<file path="config.mk">
export PLATFORM = sky130hd
export DESIGN_NAME = attention_spotlight_gen
export DESIGN_NICKNAME = d
export VERILOG_FILES = /design/src/rtl/attention_spotlight_gen.sv
export SDC_FILE = /design/constraint.sdc
export NUM_CORES = 1
export LEC_CHECK = 0
export CORE_MARGIN = 5
export CORE_UTILIZATION = 53
export CTS_CLUSTER_SIZE = 28
export DETAILED_ROUTE_END_ITERATION = 8
export GPL_TIMING_DRIVEN = 0
export PLACE_DENSITY = 0.77
export SLEW_MARGIN = 20
export SYNTH_ARGS = -nofsm -noshare
export SYNTH_HDL_FRONTEND = slang
export SYNTH_SLANG_ARGS = --single-unit
</file>
<file path="constraint.sdc">
create_clock -name clk -period 3.9 [get_ports clk]
set_input_delay 0.585 -clock clk [delete_from_list [all_inputs] [get_ports clk]]
set_output_delay 0.585 -clock clk [all_outputs]
set_load 0.01 [all_outputs]
</file>
<file path="src/rtl/attention_spotlight_gen.sv">
// attention_spotlight_gen
//   Drives layer1_minimal.attention_input (the VIP+ attention path).
//   Each accepted request produces a bounded-slope spotlight on the shared
//   clk_en tick: a slew-limited ramp up to the target level, a hold of
//   req_hold+1 ticks, then a ramp back down to zero. abort cuts RISE/HOLD
//   short and starts the fall from the current level.
//
// Ports:
//   clk, rst        system clock, asynchronous active-high reset
//   clk_en          one-clk-wide update tick; all level changes step on it
//   req_valid/ready request handshake (accept is independent of clk_en)
//   req_level       signed target level, clamped to [0, MAX_LEVEL]
//   req_hold        hold duration in ticks minus one
//   abort           early termination of the current spotlight
//   attention_out   signed Q(WIDTH-FRAC).FRAC attention drive
//   busy            high whenever not IDLE
//   state_out       IDLE=0, RISE=1, HOLD=2, FALL=3
//   done            one-clk pulse when a spotlight returns to IDLE
//
// Build option:
//   ATTN_EXP_DECAY_EN  when defined, FALL removes max(level >>> DECAY_SHIFT, 1)
//                      per tick (exponential tail ending at exactly 0);
//                      otherwise FALL is linear by STEP and DECAY_SHIFT is idle.

module attention_spotlight_gen #(
  parameter int WIDTH       = 18,
  parameter int FRAC        = 14,
  parameter int STEP        = 164,
  parameter int MAX_LEVEL   = 32767,
  parameter int HOLD_W      = 16,
  parameter int DECAY_SHIFT = 6
) (
  input  logic                     clk,
  input  logic                     rst,
  input  logic                     clk_en,
  input  logic                     req_valid,
  output logic                     req_ready,
  input  logic signed [WIDTH-1:0]  req_level,
  input  logic [HOLD_W-1:0]        req_hold,
  input  logic                     abort,
  output logic signed [WIDTH-1:0]  attention_out,
  output logic                     busy,
  output logic [1:0]               state_out,
  output logic                     done
);

  typedef enum logic [1:0] {
    IDLE = 2'd0,
    RISE = 2'd1,
    HOLD = 2'd2,
    FALL = 2'd3
  } state_t;

  // Arithmetic runs one bit wider than the output so the ramp sum and
  // the fall difference can never wrap before being clamped.
  localparam logic signed [WIDTH:0] STEP_W = (WIDTH+1)'(STEP);
  localparam logic signed [WIDTH:0] MAX_W  = (WIDTH+1)'(MAX_LEVEL);
  localparam logic signed [WIDTH:0] ZERO_W = '0;
`ifdef ATTN_EXP_DECAY_EN
  localparam logic signed [WIDTH:0] ONE_W  = (WIDTH+1)'(1);
`endif

  // Elaboration-time guard: the fixed-point format, clamp ceiling and
  // shift amount must all fit inside the signed WIDTH-bit data path.
  if (FRAC >= WIDTH || MAX_LEVEL >= (1 << (WIDTH-1)) || MAX_LEVEL < 0 ||
      STEP <= 0 || DECAY_SHIFT < 0 || DECAY_SHIFT >= WIDTH) begin : g_bad_params
    $error("attention_spotlight_gen: inconsistent parameters");
  end

  state_t                    state, state_nxt;
  logic signed [WIDTH-1:0]   level, level_nxt;
  logic signed [WIDTH-1:0]   target, target_nxt;
  logic [HOLD_W-1:0]         hold_len, hold_len_nxt;
  logic [HOLD_W-1:0]         hold_cnt, hold_cnt_nxt;
  logic                      done_nxt;

  logic signed [WIDTH:0]     req_w, level_w, target_w;
  logic signed [WIDTH:0]     clamp_w;
  logic signed [WIDTH:0]     rise_sum, fall_dec, fall_diff;
  logic signed [WIDTH-1:0]   rise_val, fall_val;
  logic                      rise_reached, fall_reached;

  // Datapath: widened operands, request clamp, next ramp values.
  always_comb begin
    req_w    = {req_level[WIDTH-1], req_level};
    level_w  = {level[WIDTH-1], level};
    target_w = {target[WIDTH-1], target};

    if (req_w < ZERO_W)
      clamp_w = ZERO_W;
    else if (req_w > MAX_W)
      clamp_w = MAX_W;
    else
      clamp_w = req_w;

    rise_sum     = level_w + STEP_W;
    rise_reached = (rise_sum >= target_w);
    rise_val     = rise_reached ? target : rise_sum[WIDTH-1:0];

`ifdef ATTN_EXP_DECAY_EN
    // Proportional decrement, floored at one LSB so the tail still ends.
    fall_dec = level_w >>> DECAY_SHIFT;
    if (fall_dec < ONE_W)
      fall_dec = ONE_W;
`else
    fall_dec = STEP_W;
`endif
    fall_diff    = level_w - fall_dec;
    fall_reached = (fall_diff <= ZERO_W);
    fall_val     = fall_reached ? '0 : fall_diff[WIDTH-1:0];
  end

  // Next-state logic. Accept and abort act on any clock; level and hold
  // progression only on clk_en. abort wins over a same-cycle tick.
  always_comb begin
    state_nxt    = state;
    level_nxt    = level;
    target_nxt   = target;
    hold_len_nxt = hold_len;
    hold_cnt_nxt = hold_cnt;
    done_nxt     = 1'b0;

    unique case (state)
      IDLE: begin
        if (req_valid) begin
          target_nxt   = clamp_w[WIDTH-1:0];
          hold_len_nxt = req_hold;
          state_nxt    = RISE;
        end
      end
      RISE: begin
        if (abort) begin
          state_nxt = FALL;
        end else if (clk_en) begin
          level_nxt = rise_val;
          if (rise_reached) begin
            state_nxt    = HOLD;
            hold_cnt_nxt = hold_len;
          end
        end
      end
      HOLD: begin
        if (abort) begin
          state_nxt = FALL;
        end else if (clk_en) begin
          if (hold_cnt == '0)
            state_nxt = FALL;
          else
            hold_cnt_nxt = hold_cnt - 1'b1;
        end
      end
      FALL: begin
        if (clk_en) begin
          level_nxt = fall_val;
          if (fall_reached) begin
            state_nxt = IDLE;
            done_nxt  = 1'b1;
          end
        end
      end
      default: state_nxt = IDLE;
    endcase
  end

  // State and datapath registers; reset drops any spotlight in progress
  // without a done pulse.
  always_ff @(posedge clk or posedge rst) begin
    if (rst) begin
      state    <= IDLE;
      level    <= '0;
      target   <= '0;
      hold_len <= '0;
      hold_cnt <= '0;
      done     <= 1'b0;
    end else begin
      state    <= state_nxt;
      level    <= level_nxt;
      target   <= target_nxt;
      hold_len <= hold_len_nxt;
      hold_cnt <= hold_cnt_nxt;
      done     <= done_nxt;
    end
  end

  assign req_ready     = (state == IDLE);
  assign busy          = (state != IDLE);
  assign state_out     = state;
  assign attention_out = level;

endmodule

</file>
# Word level (Yosys, flattened, before mapping)
# Cells that the tools add are included.
[totals] reg_bits=71 in_bits=39 output_inout_bits=23
[classes] add_sub_neg=3 order_cmp=4 eq_ne=16 muxes=28 reduce_logical=9
[ops] cell="$mux 18" count=7
[ops] cell="$mux 16" count=6
[ops] cell="$pmux 18 s2" count=1
[ops] cell="$pmux 16 s2" count=1
[ops] cell="$add 18x9->19 const B" count=1
[ops] cell="$ge 19x18->1" count=1
[ops] cell="$le 19x1->1 const B" count=1
[ops] cell="$sub 18x9->19 const B" count=1
[ops] cell="$gt 18x16->1 const B" count=1
[ops] cell="$lt 18x1->1 const B" count=1
[ops] cell="$mux 2" count=9
[ops] cell="$ne 2x2->1 const B" count=9
[ops] cell="$logic_not 16->1" count=1
[ops] cell="$sub 16x1->16 const B" count=1
[ops] cell="$reduce_and 7->1" count=2
[ops] cell="$ne 3x3->1 const B" count=4
[ops] cell="$pmux 2 s4" count=1
[ops] cell="$reduce_bool 2->1" count=3
[ops] cell="$eq 2x2->1 const B" count=2
[ops] cell="$reduce_and 4->1" count=1
[ops] cell="$mux 1" count=3
[ops] cell="$eq 2x1->1 const B" count=1
[ops] cell="$logic_not 2->1" count=1
[ops] cell="$reduce_and 2->1" count=1

# Longest topological paths before layout
# Gate-level depths: netlist of run 1.
[logic_depth] word_depth=6 depth_mapped=16

# Worst setup path before layout of run 1
# OpenSTA, ideal clock, no wires.
[synth_path] path_type="reg2reg" startpoint="register level[3], in the netlist attention_out[3]" endpoint="register level[4], in the netlist attention_out[4]" setup_ns=0.131 arrival_time_ns=3.229 required_ns=3.769 slack_ns=0.540 path_stages_with_launch=15 synth_period_minus_slack_ns=3.360 path_cell_list="dfrtp_1 ha_1 nand3_1 a21bo_2 nor2_1 xor2_1 ha_1 and2_1 a221oi_1 nand2_1 o211ai_1 nand2_1 buf_4 mux2i_1 or3_1"
[synth_via] elab_chain_len=6 elab_cells_between_ends=10 cone_classes="2 x add/sub; 2 x order compare; 6 x mux"
[synth_lines] element="start: declaration" line_no="71" source="logic signed [WIDTH-1:0] level, level_nxt;"
[synth_lines] element="start signal: assignment" line_no="177" source="level <= level_nxt;"
[synth_lines] element="$add 18x9->19" line_no="96" source="rise_sum = level_w + STEP_W;"
[synth_lines] element="$ge 19x18->1" line_no="97" source="rise_reached = (rise_sum >= target_w);"
[synth_lines] element="$mux 18" line_no="98" source="rise_val = rise_reached ? target : rise_sum[WIDTH-1:0];"
[synth_lines] element="$mux 18" line_no="134" source="end else if (clk_en) begin"
[synth_lines] element="$mux 18" line_no="132" source="if (abort) begin"
[synth_lines] element="$pmux 18 s2 *" line_no="123" source="unique case (state)"
# Mark *: on every way between the ends. The rest lies on a longest branch, timed or not. The select of a mux whose other input is x is not followed.
# A chain may end at the register's enable or synchronous reset.

# Final worst setup path of run 1
[layout_path] startpoint="register level[11], in the netlist attention_out[11]" endpoint="register level[4], in the netlist attention_out[4]"
# Same word-level chain as after synthesis.

==> metrics, run 1 <==
Antenna Nets Post-Route 0; gr ovfl total 0; Avg Cell Area, Syn 8.80 sq um; Critical Path AT 4.05 ns; pwr dens 913 nW/um^2; Syn Nets 632; Synth area leader dfrtp_1; Setup-failing EPs final 0; Fmax achieved 0.264 GHz; Synth async-reset ratio 100%; mapped cell area 5000 sq um; routed length per placed instance 18.7 microns; Net count, final 706; final setup TNS 0 ns; skew final 0.0121 ns; Crit Path Category reg -> reg; Max transition margin 31.4%; Fin. Hold Viols 0; Total Wirelength 14,100 microns; CP required 4.15 ns; placed cell count 740; H-tree Lvls 3; Least-Margin Pin Slew 1.03 ns; final core occ 65.5%; vias in the first global route 4,681; Distinct cells, synth 80; number of flops mapped to enable cells by yosys 0; Setup crit end kind flip-flop; post-route cell area 6020 sq um; Initial Util 54.3%; first-pass GRT wire length 23,100 microns; CTS root buf clkbuf_8; Fillers 780; startpoint types flip-flop; RR Startpoint attention_out[11]$_DFFE_PP0P_; 1st-iter DRT viols 393; DRT Pass-1 Iters 5; Worst Hold Class reg -> reg; PortBufs 60; largest net degree at the start of global routing 48; Skew-Pair Late Insertion Delay 0.37 ns; ant diodes 0; Crit. Startpoint attention_out[11]$_DFFE_PP0P_; sequential fraction of the synthesis area 35.1%; vias per cell 6.17; residual DRC count 0; fin crit share 97.3%; placed inst area 5770 sq um; Synth Register Bits 70; Layout area overhead 20.6%; Die X 107 microns; Clock transition at path regs 0.08 ns; Vias 4,669; TritonCTS clock tree done; Non-Filler Instances 757; CTS buffer count 9; proportion of layout cells with a drive suffix above 1 12.5%; initial antenna violation count 0; total clock sinks 70; outcome finished clean; IO Count 62; Die Height 107 microns; hold path startpoint target[1]$_DFFE_PP0P_; min Tclk post-route 3.79 ns; CTS max path bufs 2; GP Congestion 0.966; Area contributors post-synth dfrtp_1 (35%), ha_1 (6.3%), nand2_1 (4.7%); CP max FO 10; area share of the largest cell type after synthesis 35.1%; yosys warns 0; peak supply drop 0.704 mV; gr usage total 25.4%; die area 11,500 sq um; total core area 9200 sq um; Max Slew Vio Count 0; hpwl dp 10,600 microns; num rows 35; max-cap violations 0; Leakage 2.50 nW; Synth Instances 568; Post-synth top flop dfrtp_1
cells in the mapped netlist, drive strengths merged, types with 8 or more instances:
cell type  count
dfrtp         70
mux2          16
clkbuf        17
nor2          42
or3           10
mux2i         17
a21oi         28
o31ai         18
buf           16
o21ai         28
nor3          29
nand3         14
nand2         65
nand2b         8
ha            25
inv           37
final cells by class:
cell class | instances | area [sq um] | share of cell area [%]
tap | 111 | 139 | 2.31
sequential | 70 | 1760 | 29.1
clock inverter | 3 | 67.6 | 1.12
clock buffer | 12 | 155 | 2.58
timing repair buffer | 63 | 643 | 10.7
buffer | 33 | 173 | 2.87
inverter | 37 | 141 | 2.35
multi-input combinational | 428 | 2950 | 49.0
path summary, 6_finish.rpt:
check / endpoint / slack [ns] / cells past startpoint
setup / recovery: attention_out[4]$_DFFE_PP0P_ / 0.11 / 13
hold / removal: target[1]$_DFFE_PP0P_ / 0.49 / 2
setup reg to reg: attention_out[4]$_DFFE_PP0P_ / 0.11 / 13
hold reg to reg: target[1]$_DFFE_PP0P_ / 0.49 / 2
max in group asynchronous: hold_cnt[1]$_DFFE_PP0P_ / 2.82 / 3
min in group asynchronous: attention_out[16]$_DFFE_PP0P_ / 0.54 / 2
cell families after synthesis:
group,Yosys count,share of synthesized area (%)
AND/OR/NAND/NOR,212,21.7
AO/OA/AOI/OAI,144,21.4
buffers and inverters,70,6.13
flip-flops,70,35.1
multiplexers,33,7.01
adder cells (fa/ha/maj),25,6.26
XOR/XNOR,14,2.45
report_power, final:
| group | switching, mW | internal [mW] | total, mW |
|---|---|---|---|
| registers | 0.362 | 1.06 | 1.42 |
| clock network | 0.297 | 0.392 | 0.689 |
| logic | 1.91 | 1.48 | 3.39 |
| total | 2.57 | 2.93 | 5.50 |
metal layers:
metal  vias up  track usage [%]  wire length [microns]  part of all wire [%]
met1      2246             33.6                   6390                    45
met4         0             9.32                    343                   2.4
met2       176             40.8                   6490                    46
met3        32             5.66                    900                   6.4
li1       2215                -                      -                     -
met5         -                0                      0                     0
worst max-delay path, cell delays in order (launching register included):
cell and delay, ns:
dfrtp_1 0.53, and4_1 0.33, a21bo_2 0.30, nor2_1 0.14, xor2_1 0.21, ha_1 0.26
and2_1 0.15, a221oi_1 0.25, nand2_1 0.13, o211ai_1 0.46, nand2_1 0.17, buf_4 0.23
mux2i_1 0.14, or3_1 0.38
cell usage in the layout, fill, tap and decap left out, types with 7 or more instances in the layout:
master           Yosys  routed
xnor2_1              7       7
clkbuf_1            17      18
mux2_2              16      16
and4_1               7       7
o21ai_0             23      23
inv_1               37      36
clkdlybuf4s50_1      0      60
mux2i_1             17      17
dfrtp_1             70      67
or3_1                8       8
xor2_1               7       7
clkbuf_8             0      11
nand2_1             63      63
nand3_1             12      12
a21oi_1             28      28
nor2_1              41      41
ha_1                25      25
o31ai_1             18      18
nor3_1              28      28
nand2b_1             7       7
state kept, by name, indices dropped and copies added (netlist names):
| signal | flops |
|---|---|
| state_out | 2 |
| hold_len | 16 |
| attention_out | 18 |
| target | 17 |
| hold_cnt | 16 |
| done | 1 |
per-stage QoR:
step | hold slack [ns] | power, mW | setup WS [ns]
2_1_floorplan | 0.449 | 3.69 | 0.540
3_3_place_gp | 0.468 | 4.58 | 0.0621
3_5_place_dp | 0.468 | 4.70 | 0.0207
4_1_cts | 0.483 | 5.41 | 0.000296
5_1_grt | 0.497 | 5.89 | -0.0630
6_report | 0.486 | 5.50 | 0.105
timing repair:
item,in CTS,in global routing
gates resized for setup,0,7
buffers inserted,0,2
hold buffers,0,0
pin swaps,1,1
endpoints found under the setup margin,1,19
Power figures use the tool's default switching activity.
==> run 2: changes to the inputs <==
- CELL_PAD_IN_SITES_DETAIL_PLACEMENT: default -> 0
- CELL_PAD_IN_SITES_GLOBAL_PLACEMENT: default -> 1
- CORE_UTILIZATION: 53 -> 43
- PLACE_DENSITY: 0.77 -> default
- PLACE_DENSITY_LB_ADDON: default -> 0.1
==> run 2 against run 1 <==
Net effect: worst setup slack improved by 0.15 ns; clock power increased by 31%; combinational power increased by 3%; largest power group unchanged; fmax increased by 4.1%; register-to-register slack improved by 0.15 ns; sequential power about the same; critical endpoint unchanged; first-iteration DRC count decreased by 15%; flip-flop and latch count unchanged; cell count increased by 4.6%; via count decreased by 2.0%; count of clock-buffer cells in the layout decreased by 3; hold slack got worse by 0.0037 ns.
==> metrics, run 2 (synthesis results as in run 1) <==
gr ovfl total 0; total clock sinks 70; peak supply drop 0.505 mV; Layout area overhead 24.0%; Clk network pwr share 15.6%; fin crit share 93.5%; TritonCTS clock tree done; sequential share of power 24.2%; residual DRC count 0; 1st-iter DRT viols 333; largest net degree at the start of global routing 42; Critical Path AT 3.86 ns; Cell Int Power 3.14 mW; CP max stage cell or3_1; Crit Path Category reg -> reg; vias per cell 5.78; GP Congestion 0.866; hold path startpoint target[12]$_DFFE_PP0P_; max-cap violations 0; outcome finished clean; NetSw 2.66 mW; gr usage total 21.7%; Max Slew Vio Count 0; Crit. Startpoint attention_out[10]$_DFFE_PP0P_; hpwl dp 11,200 microns; Skew-Pair Late Insertion Delay 0.34 ns; Antenna Nets Post-Route 0; Top delay family on crit path simple AND/OR/NAND/NOR gates; Total Wirelength 14,700 microns; Die X 118 microns; first-pass GRT wire length 24,600 microns; Worst Hold Class reg -> reg; CTS root buf clkbuf_16; Vias 4,574; proportion of layout cells with a drive suffix above 1 13.3%; WP buf/inv 3; Comb power frac 60.1%; Setup-failing EPs final 0; most frequent cells in the layout dfrtp_1 (67), nand2_1 (63), clkdlybuf4s50_1 (60); worst reg2reg path depth 15; Net count, final 708; CP max FO 10; CP required 4.12 ns; max reg flops 18; total core area 11,400 sq um; ant diodes 0; switching part of the total power 45.9%; Design Power 5.79 mW; Initial Util 43.8%; Fmax achieved 0.274 GHz; Die Height 118 microns; Max transition margin 35.4%; skew final 0.00649 ns; Least-Margin Pin Slew 0.970 ns; cell count along the critical path 15; commonest non-fill, non-tap cell in the layout dfrtp_1; RR Startpoint attention_out[10]$_DFFE_PP0P_; H-tree Lvls 3; initial antenna violation count 0; Hold Crit Depth 2; pwr dens 935 nW/um^2; CTS buffer count 9; Clock transition at path regs 0.06 ns; Setup crit end kind flip-flop; die area 13,900 sq um; startpoint types flip-flop; CP max stage delay 0.38 ns; vias in the first global route 4,619; CTS Hold Buffers Added 0; min Tclk post-route 3.65 ns; IO Count 62; DRT Pass-1 Iters 7; CP cell instances clkbuf_4 > and4_1 > a21bo_2 > nor2_1 > xor2_1 > ha_1 > and2_1 > a221oi_1 > nand2_1 > o211ai_1 > buf_4 > nand2_1 > buf_4 > mux2i_1 > or3_1; num rows 39; Fin. Hold Viols 0; PortBufs 60; CTS max path bufs 2; Leakage 2.55 nW; final core occ 54.3%; routed length per placed instance 18.6 microns
-- run 2: changes by cell type in the layout (fill, tap and decap cells not counted), sizes merged --
cell,before,now
buf,17,18
clkinv,0,2
clkinvlp,1,2
clkbuf,31,29
inv,37,38
-- run 2: worst paths after layout --
kind,to,slack [ns]
max,attention_out[4]$_DFFE_PP0P_,0.25
min,target[12]$_DFFE_PP0P_,0.48
max reg2reg,attention_out[4]$_DFFE_PP0P_,0.25
min reg2reg,target[12]$_DFFE_PP0P_,0.48
max in group asynchronous,attention_out[15]$_DFFE_PP0P_,2.73
min in group asynchronous,hold_len[14]$_DFFE_PP0P_,0.59
-- run 2: worst register-to-register path, stage by stage (launching register included) --
cell and delay [ns]:
dfrtp_1 0.35, clkbuf_4 0.20, and4_1 0.27, a21bo_2 0.29, nor2_1 0.14, xor2_1 0.22, ha_1 0.26, and2_1 0.16
a221oi_1 0.28, nand2_1 0.13, o211ai_1 0.23, buf_4 0.17, nand2_1 0.10, buf_4 0.22, mux2i_1 0.13, or3_1 0.38
-- run 2: per-stage QoR --
step / TNS (ns) / setup slack, ns / instance area (sq um) / hold WS, ns / instances
2_1_floorplan: 0 / 0.540 / 5000 / 0.449 / 568
3_3_place_gp: -0.162 / -0.101 / 5780 / 0.473 / 771
3_5_place_dp: -0.259 / -0.125 / 5800 / 0.473 / 772
4_1_cts: 0 / 0.00541 / 6140 / 0.486 / 790
5_1_grt: -0.0139 / -0.0139 / 6190 / 0.513 / 792
6_report: 0 / 0.255 / 6190 / 0.482 / 792
-- run 2: power groups by stage --
stage / combinational [mW] / sequential (mW) / clock (mW)
3_3_place_gp: 3.29 / 1.41 / 0
4_1_cts: 3.41 / 1.41 / 0.924
5_1_grt: 3.84 / 1.46 / 0.949
3_5_place_dp: 3.34 / 1.42 / 0
2_1_floorplan: 2.34 / 1.35 / 0
6_report: 3.48 / 1.40 / 0.906
-- run 2: cell type report --
cell class | instances | area, sq um
fillers | 1072 | 5220
repair buffers | 65 | 651
clock inverters | 7 | 97.6
flip-flops and latches | 70 | 1760
clock buffers | 9 | 225
well taps | 143 | 179
plain buffers | 33 | 178
multi-input cells | 428 | 2970
inverters | 37 | 141
-- run 2: per-layer routing --
metal	GRT usage (%)	part of all wire [%]	up-vias
met5	0	0	-
met4	6.31	1.5	0
met3	4.71	6.5	20
li1	-	-	2224
met1	32.2	49	2176
met2	31.6	43	154
-- run 2: repair_timing --
action | in CTS | in global routing
gates resized for setup | 1 | 10
setup buffers | 2 | 2
endpoints found under the setup margin | 4 | 24
pin swaps | 1 | 1
hold endpoints to repair | 0 | 0
==> run 3: changes to the inputs <==
- CORE_MARGIN: 5 -> 8
==> run 3 against run 2 <==
Net effect: clock skew is 0.0012 ns lower; count of clock-buffer cells in the layout is 1 higher; die area is 10% higher; largest cell class unchanged; largest power group unchanged.
==> metrics, run 3 (synthesis results as in run 1) <==
ant diodes 0; Leakage 2.54 nW; unrepaired setup endpoints after global routing no; GP Congestion 0.880; Antenna Nets Post-Route 0; Layout area overhead 23.6%; sequential share of power 24.7%; hpwl dp 11,300 microns; CTS max path bufs 2; Hold Crit Depth 2; final core occ 54.3%; die area 15,300 sq um; Skew-Pair Late Insertion Delay 0.34 ns; post-route cell area 6180 sq um; fin crit share 93.5%; Net count, final 708; IO Count 62; routed length per placed instance 18.9 microns; Clk network pwr share 14.8%; initial antenna violation count 0; CTS root buf clkbuf_16; largest net degree at the start of global routing 55; switching part of the total power 46.3%; CTS buffer count 9; 1st-iter DRT viols 305; Fin. Hold Viols 0; max reg flops 18; max-cap violations 0; DRT Pass-1 Iters 6; Critical Path AT 3.86 ns; Fillers 1,075; placed inst area 5810 sq um; Max Slew Vio Count 0; NetSw 2.65 mW; num rows 39; Die X 124 microns; CP required 4.12 ns; min Tclk post-route 3.65 ns; Total Wirelength 14,900 microns; Clock transition at path regs 0.06 ns; Least-Margin Pin Slew 0.820 ns; Comb power frac 60.5%; gr usage total 20.4%; Initial Util 44.0%; CP max FO 10; peak supply drop 0.448 mV; vias in the first global route 4,548; worst reg2reg path depth 14; vias per cell 5.94; total clock sinks 70; skew final 0.00525 ns; residual DRC count 0; Setup-failing EPs final 0; TritonCTS clock tree done; commonest non-fill, non-tap cell in the layout dfrtp_1; gr ovfl total 0; Fmax achieved 0.274 GHz; PortBufs 60; outcome finished clean; Die Height 124 microns; Max transition margin 45.3%; Cell Int Power 3.07 mW; total core area 11,400 sq um; proportion of layout cells with a drive suffix above 1 13.3%; Crit Path Category reg -> reg; H-tree Lvls 3; Setup crit end kind flip-flop; startpoint types flip-flop; CTS Hold Buffers Added 0; Worst Hold Class reg -> reg; first-pass GRT wire length 24,200 microns; most frequent cells in the layout dfrtp_1 (67), nand2_1 (63), clkdlybuf4s50_1 (60); pwr dens 925 nW/um^2; Vias 4,700
[run 3: power groups by stage]
stage | registers, mW | logic [mW] | clock network (mW)
2_1_floorplan | 1.35 | 2.34 | 0
3_3_place_gp | 1.41 | 3.29 | 0
3_5_place_dp | 1.42 | 3.34 | 0
4_1_cts | 1.41 | 3.41 | 0.856
5_1_grt | 1.46 | 3.82 | 0.888
6_report | 1.41 | 3.46 | 0.843
[run 3: path summary, 6_finish.rpt]
| path | start | endpoint | slack (ns) |
|---|---|---|---|
| max in group asynchronous | rst | attention_out[6]$_DFFE_PP0P_ | 2.81 |
| setup reg to reg | attention_out[11]$_DFFE_PP0P_ | attention_out[4]$_DFFE_PP0P_ | 0.25 |
| setup / recovery | attention_out[11]$_DFFE_PP0P_ | attention_out[4]$_DFFE_PP0P_ | 0.25 |
| min in group asynchronous | rst | hold_len[13]$_DFFE_PP0P_ | 0.53 |
| hold reg to reg | target[1]$_DFFE_PP0P_ | target[1]$_DFFE_PP0P_ | 0.48 |
| hold / removal | target[1]$_DFFE_PP0P_ | target[1]$_DFFE_PP0P_ | 0.48 |
[run 3: what timing repair did]
| item | in CTS | in global routing |
|---|---|---|
| pin swaps | 1 | 3 |
| resized for setup | 0 | 10 |
| buffers inserted | 2 | 2 |
| gates cloned | 0 | 0 |
| setup endpoints to repair | 5 | 25 |
[run 3: cell type report]
class                   instances  area [sq um]  area share [%]
plain buffers                  33           175            2.84
clock buffers                  10           239            3.87
clock inverters                 5          60.1           0.972
inverters                      37           141            2.29
multi-input cells             428          2970            48.1
flip-flops and latches         70          1760            28.4
well taps                     143           179            2.90
repair buffers                 65           658            10.7
[run 3: critical path, stage by stage (launching register included)]
cell and delay (ns):
dfrtp_1 0.50, and4_2 0.31, a21bo_2 0.28, nor2_1 0.14, xor2_1 0.21, ha_1 0.26
and2_1 0.16, a221oi_1 0.29, nand2_1 0.13, o211ai_1 0.22, buf_4 0.17, nand2_1 0.11
buf_4 0.22, mux2i_1 0.12, or3_1 0.38
[run 3: metal layers]
metal | routed length (microns) | up-vias | track usage [%] | part of all wire, %
met3 | 908 | 17 | 4.35 | 6.1
met2 | 6360 | 140 | 29.5 | 43
met5 | 0 | - | 0 | 0
met4 | 232 | 0 | 6.02 | 1.6
li1 | - | 2227 | - | -
met1 | 7420 | 2316 | 29.7 | 50
[run 3: through the flow]
step           hold WS [ns]  total power [mW]  setup TNS, ns  std cells  setup slack (ns)
2_1_floorplan         0.449              3.69              0        568             0.540
3_3_place_gp          0.474              4.70         -0.165        771            -0.104
3_5_place_dp          0.475              4.76         -0.223        772            -0.118
4_1_cts               0.488              5.68              0        789            0.0996
5_1_grt               0.519              6.17              0        791          0.000129
6_report              0.480              5.71              0        791             0.252
